### config.mk
export PLATFORM = sky130hd
export DESIGN_NAME = csr_ext_router
export DESIGN_NICKNAME = d
export VERILOG_FILES = /design/src/rtl/csr_ext_router.sv
export SDC_FILE = /design/constraint.sdc
export NUM_CORES = 1
export LEC_CHECK = 0
export CORE_AREA = 2 2 418 420
export DETAILED_ROUTE_END_ITERATION = 7
export DIE_AREA = 0 0 420 422
export MAX_ROUTING_LAYER = met4
export PLACE_DENSITY = 0.44
export SETUP_SLACK_MARGIN = 0.4
export SLEW_MARGIN = 25
export SYNTH_ARGS = -nofsm -noshare
export SYNTH_HDL_FRONTEND = slang
export SYNTH_SLANG_ARGS = --single-unit
### constraint.sdc
create_clock -name clk -period 9.8 [get_ports clk]
set_input_delay 1.47 -clock clk [delete_from_list [all_inputs] [get_ports clk]]
set_output_delay 1.47 -clock clk [all_outputs]
set_load 0.03 [all_outputs]
### src/rtl/csr_ext_router.sv
// rtl/csr_ext_router.sv - CSR dispatch stage routing requests to extension CSR blocks
module csr_ext_router #(
   parameter int                    NUM_EXT    = 4,
   parameter int                    NUM_LANES  = 4,
   parameter int                    XLEN       = 32,
   parameter int                    NW_WIDTH   = 4,
   parameter int                    TAG_WIDTH  = 48,
   parameter logic [NUM_EXT*12-1:0] ADDR_BASE  = {12'h7D8, 12'h7D0, 12'h7C8, 12'h7C0},
   parameter logic [NUM_EXT*12-1:0] ADDR_END   = {12'h7E0, 12'h7D8, 12'h7D0, 12'h7C8},
   parameter logic [NUM_EXT-1:0]    DRAIN_MASK = '0,
   parameter int                    TIMEOUT    = 64,
   parameter int                    RSP_DEPTH  = 2
) (
   input  logic                              clk,
   input  logic                              reset,
   input  logic                              req_valid,
   output logic                              req_ready,
   input  logic                              req_write,
   input  logic [11:0]                       req_addr,
   input  logic [NW_WIDTH-1:0]               req_wid,
   input  logic [NUM_LANES-1:0]              req_tmask,
   input  logic [NUM_LANES*XLEN-1:0]         req_data,
   input  logic [TAG_WIDTH-1:0]              req_tag,
   output logic [NW_WIDTH-1:0]               drain_wid,
   input  logic                              alm_empty,
   output logic [NUM_EXT-1:0]                ext_req_valid,
   input  logic [NUM_EXT-1:0]                ext_req_ready,
   output logic                              ext_req_write,
   output logic [11:0]                       ext_req_addr,
   output logic [NW_WIDTH-1:0]               ext_req_wid,
   output logic [NUM_LANES-1:0]              ext_req_tmask,
   output logic [NUM_LANES*XLEN-1:0]         ext_req_data,
   input  logic [NUM_EXT-1:0]                ext_rsp_valid,
   input  logic [NUM_EXT*NUM_LANES*XLEN-1:0] ext_rsp_data,
   output logic                              rsp_valid,
   input  logic                              rsp_ready,
   output logic [TAG_WIDTH-1:0]              rsp_tag,
   output logic [NW_WIDTH-1:0]               rsp_wid,
   output logic [NUM_LANES-1:0]              rsp_tmask,
   output logic [NUM_LANES*XLEN-1:0]         rsp_data,
   output logic                              rsp_err
);
   localparam int DW     = NUM_LANES * XLEN;
   localparam int TGT_W  = (NUM_EXT > 1) ? $clog2(NUM_EXT) : 1;
   localparam int CNT_W  = (TIMEOUT > 0) ? $clog2(TIMEOUT + 1) : 1;
   localparam int PTR_W  = (RSP_DEPTH > 1) ? $clog2(RSP_DEPTH) : 1;
   localparam int FCNT_W = $clog2(RSP_DEPTH + 1);
   localparam int EW     = 1 + TAG_WIDTH + NW_WIDTH + NUM_LANES + DW;
   localparam logic [CNT_W-1:0] TO_LAST = CNT_W'((TIMEOUT > 0) ? TIMEOUT - 1 : 0);

   typedef enum logic [2:0] {S_IDLE, S_DRAIN, S_ISSUE, S_WAIT_RSP, S_COMPLETE} state_t;

   state_t                r_state, w_next;
   logic                  r_write;
   logic [11:0]           r_addr;
   logic [NW_WIDTH-1:0]   r_wid;
   logic [NUM_LANES-1:0]  r_tmask;
   logic [DW-1:0]         r_data;
   logic [TAG_WIDTH-1:0]  r_tag;
   logic [TGT_W-1:0]      r_tgt;
   logic [CNT_W-1:0]      r_cnt;
   logic [EW-1:0]         r_mem [RSP_DEPTH];
   logic [PTR_W-1:0]      r_wr_ptr, r_rd_ptr;
   logic [FCNT_W-1:0]     r_count;

   logic                  w_hit, w_accept, w_push, w_push_err, w_pop;
   logic [TGT_W-1:0]      w_tgt;
   logic [DW-1:0]         w_push_data, w_rsp_slice;
   logic [EW-1:0]         w_head;

   // Address decode: scan downward so the lowest matching window wins
   always_comb begin
      w_hit = 1'b0;
      w_tgt = '0;
      for (int i = NUM_EXT - 1; i >= 0; i--) begin
         if (req_addr >= ADDR_BASE[i*12 +: 12] && req_addr < ADDR_END[i*12 +: 12]) begin
            w_hit = 1'b1;
            w_tgt = TGT_W'(i);
         end
      end
   end

   // Select the owning target's read data lane bundle
   always_comb begin
      w_rsp_slice = '0;
      for (int i = 0; i < NUM_EXT; i++) begin
         if (r_tgt == TGT_W'(i)) w_rsp_slice = ext_rsp_data[i*DW +: DW];
      end
   end

   // A free FIFO slot is reserved at accept, so later pushes never stall
   assign req_ready = !reset && (r_state == S_IDLE) && (r_count < FCNT_W'(RSP_DEPTH));
   assign w_accept  = req_valid && req_ready;
   assign w_pop     = rsp_valid && rsp_ready;

   // State register
   always_ff @(posedge clk or posedge reset) begin
      if (reset) r_state <= S_IDLE;
      else       r_state <= w_next;
   end

   // Next-state and completion push decisions
   always_comb begin
      w_next      = r_state;
      w_push      = 1'b0;
      w_push_err  = 1'b0;
      w_push_data = '0;
      case (r_state)
         S_IDLE: begin
            if (w_accept) begin
               if (!w_hit)                 w_next = S_COMPLETE;
               else if (DRAIN_MASK[w_tgt]) w_next = S_DRAIN;
               else                        w_next = S_ISSUE;
            end
         end
         S_DRAIN: begin
            if (alm_empty) w_next = S_ISSUE;
         end
         S_ISSUE: begin
            if (ext_req_ready[r_tgt]) begin
               if (r_write) begin
                  w_push = 1'b1;
                  w_next = S_IDLE;
               end else begin
                  w_next = S_WAIT_RSP;
               end
            end
         end
         S_WAIT_RSP: begin
            if (ext_rsp_valid[r_tgt]) begin
               w_push      = 1'b1;
               w_push_data = w_rsp_slice;
               w_next      = S_IDLE;
            end else if (TIMEOUT != 0 && r_cnt == TO_LAST) begin
               w_push     = 1'b1;
               w_push_err = 1'b1;
               w_next     = S_IDLE;
            end
         end
         S_COMPLETE: begin
            w_push     = 1'b1;
            w_push_err = 1'b1;
            w_next     = S_IDLE;
         end
         default: w_next = S_IDLE;
      endcase
   end

   // Latch the accepted request; these registers also drive the broadcast fields
   always_ff @(posedge clk or posedge reset) begin
      if (reset) begin
         r_write <= 1'b0;
         r_addr  <= '0;
         r_wid   <= '0;
         r_tmask <= '0;
         r_data  <= '0;
         r_tag   <= '0;
         r_tgt   <= '0;
      end else if (w_accept) begin
         r_write <= req_write;
         r_addr  <= req_addr;
         r_wid   <= req_wid;
         r_tmask <= req_tmask;
         r_data  <= req_data;
         r_tag   <= req_tag;
         r_tgt   <= w_tgt;
      end
   end

   // Read timeout counter: runs only while waiting, saturates at all-ones
   always_ff @(posedge clk or posedge reset) begin
      if (reset)                        r_cnt <= '0;
      else if (r_state != S_WAIT_RSP)   r_cnt <= '0;
      else if (r_cnt != {CNT_W{1'b1}})  r_cnt <= r_cnt + CNT_W'(1);
   end

   // Response FIFO pointers and occupancy
   always_ff @(posedge clk or posedge reset) begin
      if (reset) begin
         r_wr_ptr <= '0;
         r_rd_ptr <= '0;
         r_count  <= '0;
      end else begin
         if (w_push) r_wr_ptr <= (r_wr_ptr == PTR_W'(RSP_DEPTH - 1)) ? '0 : r_wr_ptr + PTR_W'(1);
         if (w_pop)  r_rd_ptr <= (r_rd_ptr == PTR_W'(RSP_DEPTH - 1)) ? '0 : r_rd_ptr + PTR_W'(1);
         if (w_push && !w_pop)      r_count <= r_count + FCNT_W'(1);
         else if (!w_push && w_pop) r_count <= r_count - FCNT_W'(1);
      end
   end

   // Response FIFO storage
   always_ff @(posedge clk) begin
      if (w_push) r_mem[r_wr_ptr] <= {w_push_err, r_tag, r_wid, r_tmask, w_push_data};
   end

   assign rsp_valid = (r_count != '0);
   assign w_head    = rsp_valid ? r_mem[r_rd_ptr] : '0;
   assign {rsp_err, rsp_tag, rsp_wid, rsp_tmask, rsp_data} = w_head;

   assign ext_req_valid = (r_state == S_ISSUE) ? (NUM_EXT'(1) << r_tgt) : '0;
   assign ext_req_write = r_write;
   assign ext_req_addr  = r_addr;
   assign ext_req_wid   = r_wid;
   assign ext_req_tmask = r_tmask;
   assign ext_req_data  = r_data;
   assign drain_wid     = r_wid;
endmodule

Yosys cells after proc, flatten, opt, wreduce, memory -nomap -nowiden:

Memory sizes are Yosys's and may differ from the RTL's.
Index checks and enable logic that the tools add are counted.
W data, S select, Z words.

* input bits: 722
* output and inout bits: 344
* word-level logic and storage cells: 109
* memory bits (writable): 370
* memories: 1
* flip-flop bits (word level): 213

* mux-type cells: 46
* add/subtract/negate cells: 5
* shift-type cells: 1
* reductions and logical operators: 19
* eq/ne operators: 14
* magnitude comparators: 11

Memories
* r_mem: depth 2, bits a word 185, read ports 1, clocked after Yosys merged registers in 0, wr ports 1, RTL line 62 `logic [EW-1:0] r_mem [RSP_DEPTH];`

Operators with widths (count)
* $mux W128: 6
* $mux W185: 1
* $ge A12 B11 Y1 const B: 4
* $lt A12 B11 Y1 const B: 4
* $mux W3: 6
* $mux W1: 16
* $mux W2: 8
* $mux W7: 2
* $pmux W3 S4: 1
* $logic_and A1 B1 Y1: 10
* $add A7 B1 Y7 const B: 1
* $eq A7 B6 Y1 const B: 1
* $ne A7 B7 Y1 const B: 1
* $bmux W1 S2: 3
* $eq A3 B2 Y1 const B: 2
* $lt A2 B3 Y1 const B: 2
* $ne A2 B2 Y1 const B: 3
* $reduce_bool A2 Y1: 3
* $eq A2 B2 Y1 const B: 2
* $mux W4: 1
* $reduce_and A4 Y1: 1
* $shl A1 B2 Y4 const A: 1
* $eq A3 B1 Y1 const B: 1
* $eq A3 B3 Y1 const B: 1
* 12 further kinds: 15

Logic depth before layout (Yosys ltp):

Gate-level depths: netlist of the first run.

* depth in word-level cells: 12
* mapped depth: 9

Worst setup path after synthesis of the first run:

Ideal clock, no wire load.

* kind: input to register
* start point: in ext_rsp_valid[1]
* end point: mem r_mem[0][0] (netlist name), enable pin
* slack: -1.219 ns
* arrival time: 10.264 ns
* cell stages on the path: 4
* library setup time: 0.755 ns
* required time: 9.045 ns
* cell sequence: mux4_2 a31oi_2 o211ai_1 nor2b_1

* cells in the longest elaborated chain, start to end: 6

RTL lines
* from (decl): RTL line 33 `input logic [NUM_EXT-1:0] ext_rsp_valid,`
* $bmux W1 S2: RTL line 130 `if (ext_rsp_valid[r_tgt]) begin`
* $mux W1 (not written as such): RTL line 130
* $mux W1: RTL line 130
* $pmux W1 S3: RTL line 108 `case (r_state)`
* via w_push: RTL line 66 `logic w_hit, w_accept, w_push, w_push_err, w_pop;`
* $mux W1: RTL line 193 `if (w_push) r_mem[r_wr_ptr] <= {w_push_err, r_tag, r_wid, r_tmask, w_push_data};`
* $mux W1 (not written as such): RTL line 193
* to (decl): RTL line 62

The timed path passes the listed nets, and every way through them passes these cells. The select of a mux whose other input is x is not followed.

Worst setup path in the final report of the first run:

* start point: reg r_rd_ptr
* end point: out rsp_data[6]

* cells in the longest elaborated chain, start to end: 2

RTL lines
* from (decl): RTL line 63 `logic [PTR_W-1:0] r_wr_ptr, r_rd_ptr;`
* from (signal assigned): RTL line 185 `if (w_pop) r_rd_ptr <= (r_rd_ptr == PTR_W'(RSP_DEPTH - 1)) ? '0 : r_rd_ptr + PTR_W'(1);`
* $mem_v2 Z2 W185
* $mux W185: RTL line 197 `assign w_head = rsp_valid ? r_mem[r_rd_ptr] : '0;`
* to (decl): RTL line 40 `output logic [NUM_LANES*XLEN-1:0] rsp_data,`

No other way between the ends.

==> flow_summary.ini, run 1 <==
[timing]
setup_slack_ns = 4.69
fin_crit_ns = 5.11
finalSetupTns_ns = 0
clock.fmax_mhz = 196
finClkSkew_ns = 0.0701
final_max_slew_viol_count = 0
rsz0062_at_grt = no
finalSetupViolCount = 0
worst_pin_slew_ns = 1.08
hold_viol = 0
fin_crit_sh = 0.522
slew_headroom = 0.283

[floorplanning]
fp.dieH_um = 422
die_area_mm2 = 0.177
start_util = 0.150
die_x_um = 420
coreArea_mm2 = 0.173
fp-row-count = 153
io_pins = 1066

[placement]
routabilityCongestion = 0.874
preCtsSetupSlack_ns = 5.03
place_inst = 4901
hpwlAfterDp_um = 95900
port_buffers = 1065

[route]
drc_errors = 0
drt_first_pass_iters = 7
drt_iter0_drc = 1192
ant_nets = 0
via_count = 18800
wl_per_cell_um = 24.6
wl_um = 125000
viasPerCell = 3.71

[cts]
numCtsBuffers = 76
tritoncts = yes
clock-root-buffer = clkbuf_16
h-tree-depth = 3
cts_sinks = 583
clockBufferDepth = 3
clock_latency_ns = 0.67
clk_pin_slew_ns = 0.06
cts_resized = 0
cts-hold-fix-buffers = 0
cts_setup_buffers = 0

[worst_setup_path]
critPathMaxFanout = 85
endpoint_kind = output port
crit_type = reg -> out
arrival_ns = 3.64
worstPathRequired_ns = 8.33
crit_path_start_kind = register

[cells_and_area]
area_growth_pct = 61.2
layout.nets = 3379
final_layout_size_suffix_gt1_frac = 0.174
layoutNonFillerInstCount = 5066
nFillCells = 18200

[logic_synthesis]
synth-seq-area-share = 0.633
synth_cell_types = 37
synth_top_area_cell = edfxtp_1
synth_flop_cell = edfxtp_1
yosysTopAreaCellShare = 0.428
syn_inst = 1615
synth_nets = 2339
synth-seq-cells = 583
synth_common_cells = edfxtp_1, dfrtp_1, nor2_1
yosysWarnings = 0
synth_area_mm2 = 0.0260
syn_avg_cell_area_um2 = 16.1
synth_edf_count = 370
synth.most_common_cell = edfxtp_1
async_reset_ff_frac = 0.365
synth.area.top_cells = edfxtp_1, dfrtp_1, mux4_2

[pwr]
power_density_mw_per_mm2 = 295
power_leakage_uw = 0.0154
vdd_drop_max_mv = 0.180

[grt]
grt_usage = 0.140
grt_pass1_wl_um = 166000
overflow = 0
antenna_found_initial = 36
first_global_vias = 20000
grt_max_degree = 111

[outcome]
status = complete, no violations

[hold_path]
hp-class = reg -> reg

[run]
cap_violations = 0
-- state kept, by name, indices dropped and copies added, names as in the netlist --
name and count:
r_rd_ptr 1, r_cnt 7, ext_req_addr 12, ext_req_write 1, r_tag 48, r_wr_ptr 1
ext_req_data 128, drain_wid 4, r_count 2, r_tgt 2, r_mem 370, r_state 3
ext_req_tmask 4
-- worst paths after layout --
| kind | start | to | slack (ns) | depth (start not counted) |
|---|---|---|---|---|
| max | r_rd_ptr | rsp_data[6] | 4.69 | 4 |
| min | r_tag[18] | r_mem[0][154] | 0.46 | 0 |
| max reg2reg | r_tgt[1] | r_mem[0][4] | 6.02 | 5 |
| min reg2reg | r_tag[18] | r_mem[0][154] | 0.46 | 0 |
| max in group asynchronous | reset | ext_req_data[61] | 7.07 | 3 |
| min in group asynchronous | reset | r_state[2] | 1.36 | 2 |
-- power by group --
part	internal [uW]	switching (uW)	total (uW)
logic	2350	3370	5720
clock network	1640	1150	2790
registers	3440	402	3840
total	7430	4920	12400
-- placed cells by master, fill, tap and decap left out, drive strengths merged, types with 2 or more instances in the layout --
cell,synthesis,final
o21ai,4,4
a31oi,3,3
bufinv,0,5
mux2,198,198
mux4,130,130
nand3,7,7
diode,0,25
and2,2,2
buf,66,25
clkbuf,62,107
dfrtp,213,213
nor2,200,200
nand2,10,10
clkdlybuf4s50,0,1065
clkinv,0,20
xor2,3,3
nor3,4,4
ha,2,2
and3,131,131
xnor2,6,6
inv,4,10
edfxtp,370,370
a21oi,2,2
mux2i,186,186
-- critical path, cell delays in order, from the launching register on --
cell and delay [ns]:
dfrtp_4 0.69, buf_12 0.38, mux2i_1 0.73, nor2_1 0.15, clkdlybuf4s50_1 0.64
-- kinds of logic (layout without fill, tap and decap cells) --
kind of cell,count (synthesis),count (layout),synth area share
and+or+nand+nor,360,360,0.0664
xor gates and xnor gates,9,9,0.00304
muxes,514,514,0.270
adders and majority gates,2,2,0.000963
buffers and inverters,132,1233,0.0224
AOI/OAI and AO/OA,15,15,0.00400
DFF,583,583,0.633
other,0,25,0
-- layout make-up --
type / count / area, um2 / share of cell area
tap: 2325 / 2910 / 0.0695
timing repair buffer: 1090 / 11000 / 0.262
clock inverter: 32 / 390 / 0.00932
antenna: 25 / 62.6 / 0.00149
sequential: 583 / 16500 / 0.393
clock buffer: 107 / 2090 / 0.0499
inverter: 4 / 22.5 / 0.000538
multi-input combinational: 900 / 8990 / 0.215
-- routing by layer --
metal / wire length (um) / part of all wire / track usage / up-vias
met2: 63400 / 0.51 / 0.235 / 693
met3: 8860 / 0.071 / 0.0396 / 134
met5: 0 / 0 / - / -
met4: 3000 / 0.024 / 0.0460 / 0
li1: - / - / - / 8295
met1: 49500 / 0.40 / 0.161 / 9654
-- through the flow --
step	utilization	cell area, um2	total power (uW)	hold slack, ns
after global routing	0.242	41900	12900	0.482
after global placement	0.227	39300	9690	0.443
after CTS	0.242	41800	12600	0.460
after floorplan	-	26000	6900	0.437
after detailed placement	0.227	39300	9720	0.451
final	0.242	41900	12400	0.461
(Power assumes the default switching activity.)
==> run 2, diff against run 1 <==
==> constraint.sdc (replaced) <==
create_clock -name clk -period 4.1 [get_ports clk]
set_input_delay 0.615 -clock clk [delete_from_list [all_inputs] [get_ports clk]]
set_output_delay 0.615 -clock clk [all_outputs]
set_load 0.03 [all_outputs]
==> flow_summary.ini, run 2 (synthesis results as in run 1) <==
[route]
wl_per_cell_um = 24.9
drt_iter0_drc = 1059
ant_nets = 0
drt_first_pass_iters = 5
via_count = 18900
wl_um = 127000
drc_errors = 0
viasPerCell = 3.72

[cts]
cts_resized = 0
tritoncts = yes
h-tree-depth = 3
clk_pin_slew_ns = 0.06
cts_sinks = 583
clock-root-buffer = clkbuf_16
cts-hold-fix-buffers = 0
clock_latency_ns = 0.66
clockBufferDepth = 3
numCtsBuffers = 72

[worst_setup_path]
path_buf_inv = 3
crit_type = reg -> out
worstPathRequired_ns = 3.48
rr_startpoint = r_cnt[0]
arrival_ns = 2.94
endpoint_kind = output port
path_cells = nor2_4 -> buf_4 -> buf_12 -> nor2_1 -> clkdlybuf4s50_1
critical-path-slowest-cell = clkdlybuf4s50_1
slowest_delay_ns = 0.75
crit_path_start_kind = register
rr_endpoint = r_mem[1][0]
ff2ff_setup_slack_ns = 1.14
critPathMaxFanout = 88
cp_top_family = buffers and inverters
rr_worst_depth = 6

[timing]
hold_viol = 0
clock.fmax_mhz = 281
finalSetupViolCount = 0
setup_slack_ns = 0.544
slew_headroom = 0.348
finalSetupTns_ns = 0
final_max_slew_viol_count = 0
rsz0062_at_grt = no
worst_pin_slew_ns = 0.978
finClkSkew_ns = 0.0421
fin_crit_sh = 0.867
fin_crit_ns = 3.56

[floorplanning]
die_area_mm2 = 0.177
fp-row-count = 153
die_x_um = 420
fp.dieH_um = 422
io_pins = 1066
start_util = 0.150
coreArea_mm2 = 0.173

[placement]
place_inst = 4941
port_buffers = 1065
routabilityCongestion = 0.904
preCtsSetupSlack_ns = 0.690
hpwlAfterDp_um = 99500

[cells_and_area]
final_layout_size_suffix_gt1_frac = 0.185
nFillCells = 18100
top_register = r_mem
layoutNonFillerInstCount = 5087
area_growth_pct = 62.4
largest_reg_flops = 370
layout_commonest_cell = clkdlybuf4s50_1
fin_util = 0.244
multi_input_area_mm2 = 0.00900
final_cell_mix = clkdlybuf4s50_1, edfxtp_1, dfrtp_1
layout.nets = 3419
seq_area_mm2 = 0.0165

[grt]
overflow = 0
grt_usage = 0.142
grt_max_degree = 130
antenna_found_initial = 36
first_global_vias = 20000
grt_pass1_wl_um = 168000

[hold_path]
hp-start = r_tag[31]
hold_end = r_mem[1][167]
hp-class = reg -> reg
min_path_cells = 0

[pwr]
power_density_mw_per_mm2 = 700
vdd_drop_max_mv = 0.403
power_leakage_uw = 0.0156

[outcome]
status = complete, no violations

[run]
cap_violations = 0
run 2: cell count changes in the layout (fill, tap and decap cells not counted), moves of 2 or more:
cell and change:
inv_6 -3, buf_16 -2, clkbuf_8 -3, clkinv_1 +9, diode_2 -16, clkbuf_16 -3, buf_4 +34, clkbuf_1 -8
buf_12 +13
run 2: worst register-to-register path, delay by kind of cell (launching register included):
kind	cells	cell delay, ns
adders and majority gates	1	0.22
and+or+nand+nor	2	0.78
DFF	1	0.39
AOI/OAI and AO/OA	2	0.61
buffers and inverters	1	0.31
run 2: power breakdown:
group	internal, uW	switching (uW)
clock network	3710	2710
logic	5850	8170
registers	8220	892
total	17800	11800
run 2: worst max-delay path by stage:
| stage | start | slack [ns] | to | cells past startpoint |
|---|---|---|---|---|
| 6_report | r_count[1] | 0.54 | rsp_data[116] | 5 |
| 5_1_grt | r_state[0] | 0.51 | ext_req_valid[1] | 4 |
| 4_1_cts | r_count[1] | 0.55 | rsp_data[93] | 5 |
| 3_5_place_dp | ext_rsp_valid[3] | 0.69 | r_mem[1][103] | 6 |
| 3_3_place_gp | ext_rsp_valid[3] | 0.72 | r_mem[1][103] | 6 |
| 2_1_floorplan | r_cnt[0] | -0.48 | r_mem[0][0] | 6 |
run 2: final cells by class:
class | count | share of cell area
multi-input cells | 900 | 0.213
diodes | 9 | 0.000534
clock inverters | 39 | 0.0104
clock buffers | 93 | 0.0460
well taps | 2325 | 0.0690
inverters | 4 | 0.000445
flip-flops and latches | 583 | 0.390
repair buffers | 1134 | 0.270
run 2: layer usage:
metal	vias up	routed length [um]	GRT usage
li1	8338	-	-
met1	9726	51900	0.169
met2	738	64900	0.244
met3	115	7740	0.0287
met4	0	2390	0.0353
met5	-	0	-
run 2: timing repair:
action,4_1_cts,5_1_grt
setup endpoints to repair,75,0
endpoints found under the hold margin,0,0
setup buffers,5,0
run 2: stage by stage:
step / total power (uW) / hold WS (ns) / instance area [um2]
after floorplan: 16400 / 0.437 / 26000
after global placement: 23300 / 0.444 / 39700
after detailed placement: 23400 / 0.451 / 39700
after CTS: 30100 / 0.405 / 42200
after global routing: 30900 / 0.478 / 42200
final: 29500 / 0.443 / 42200
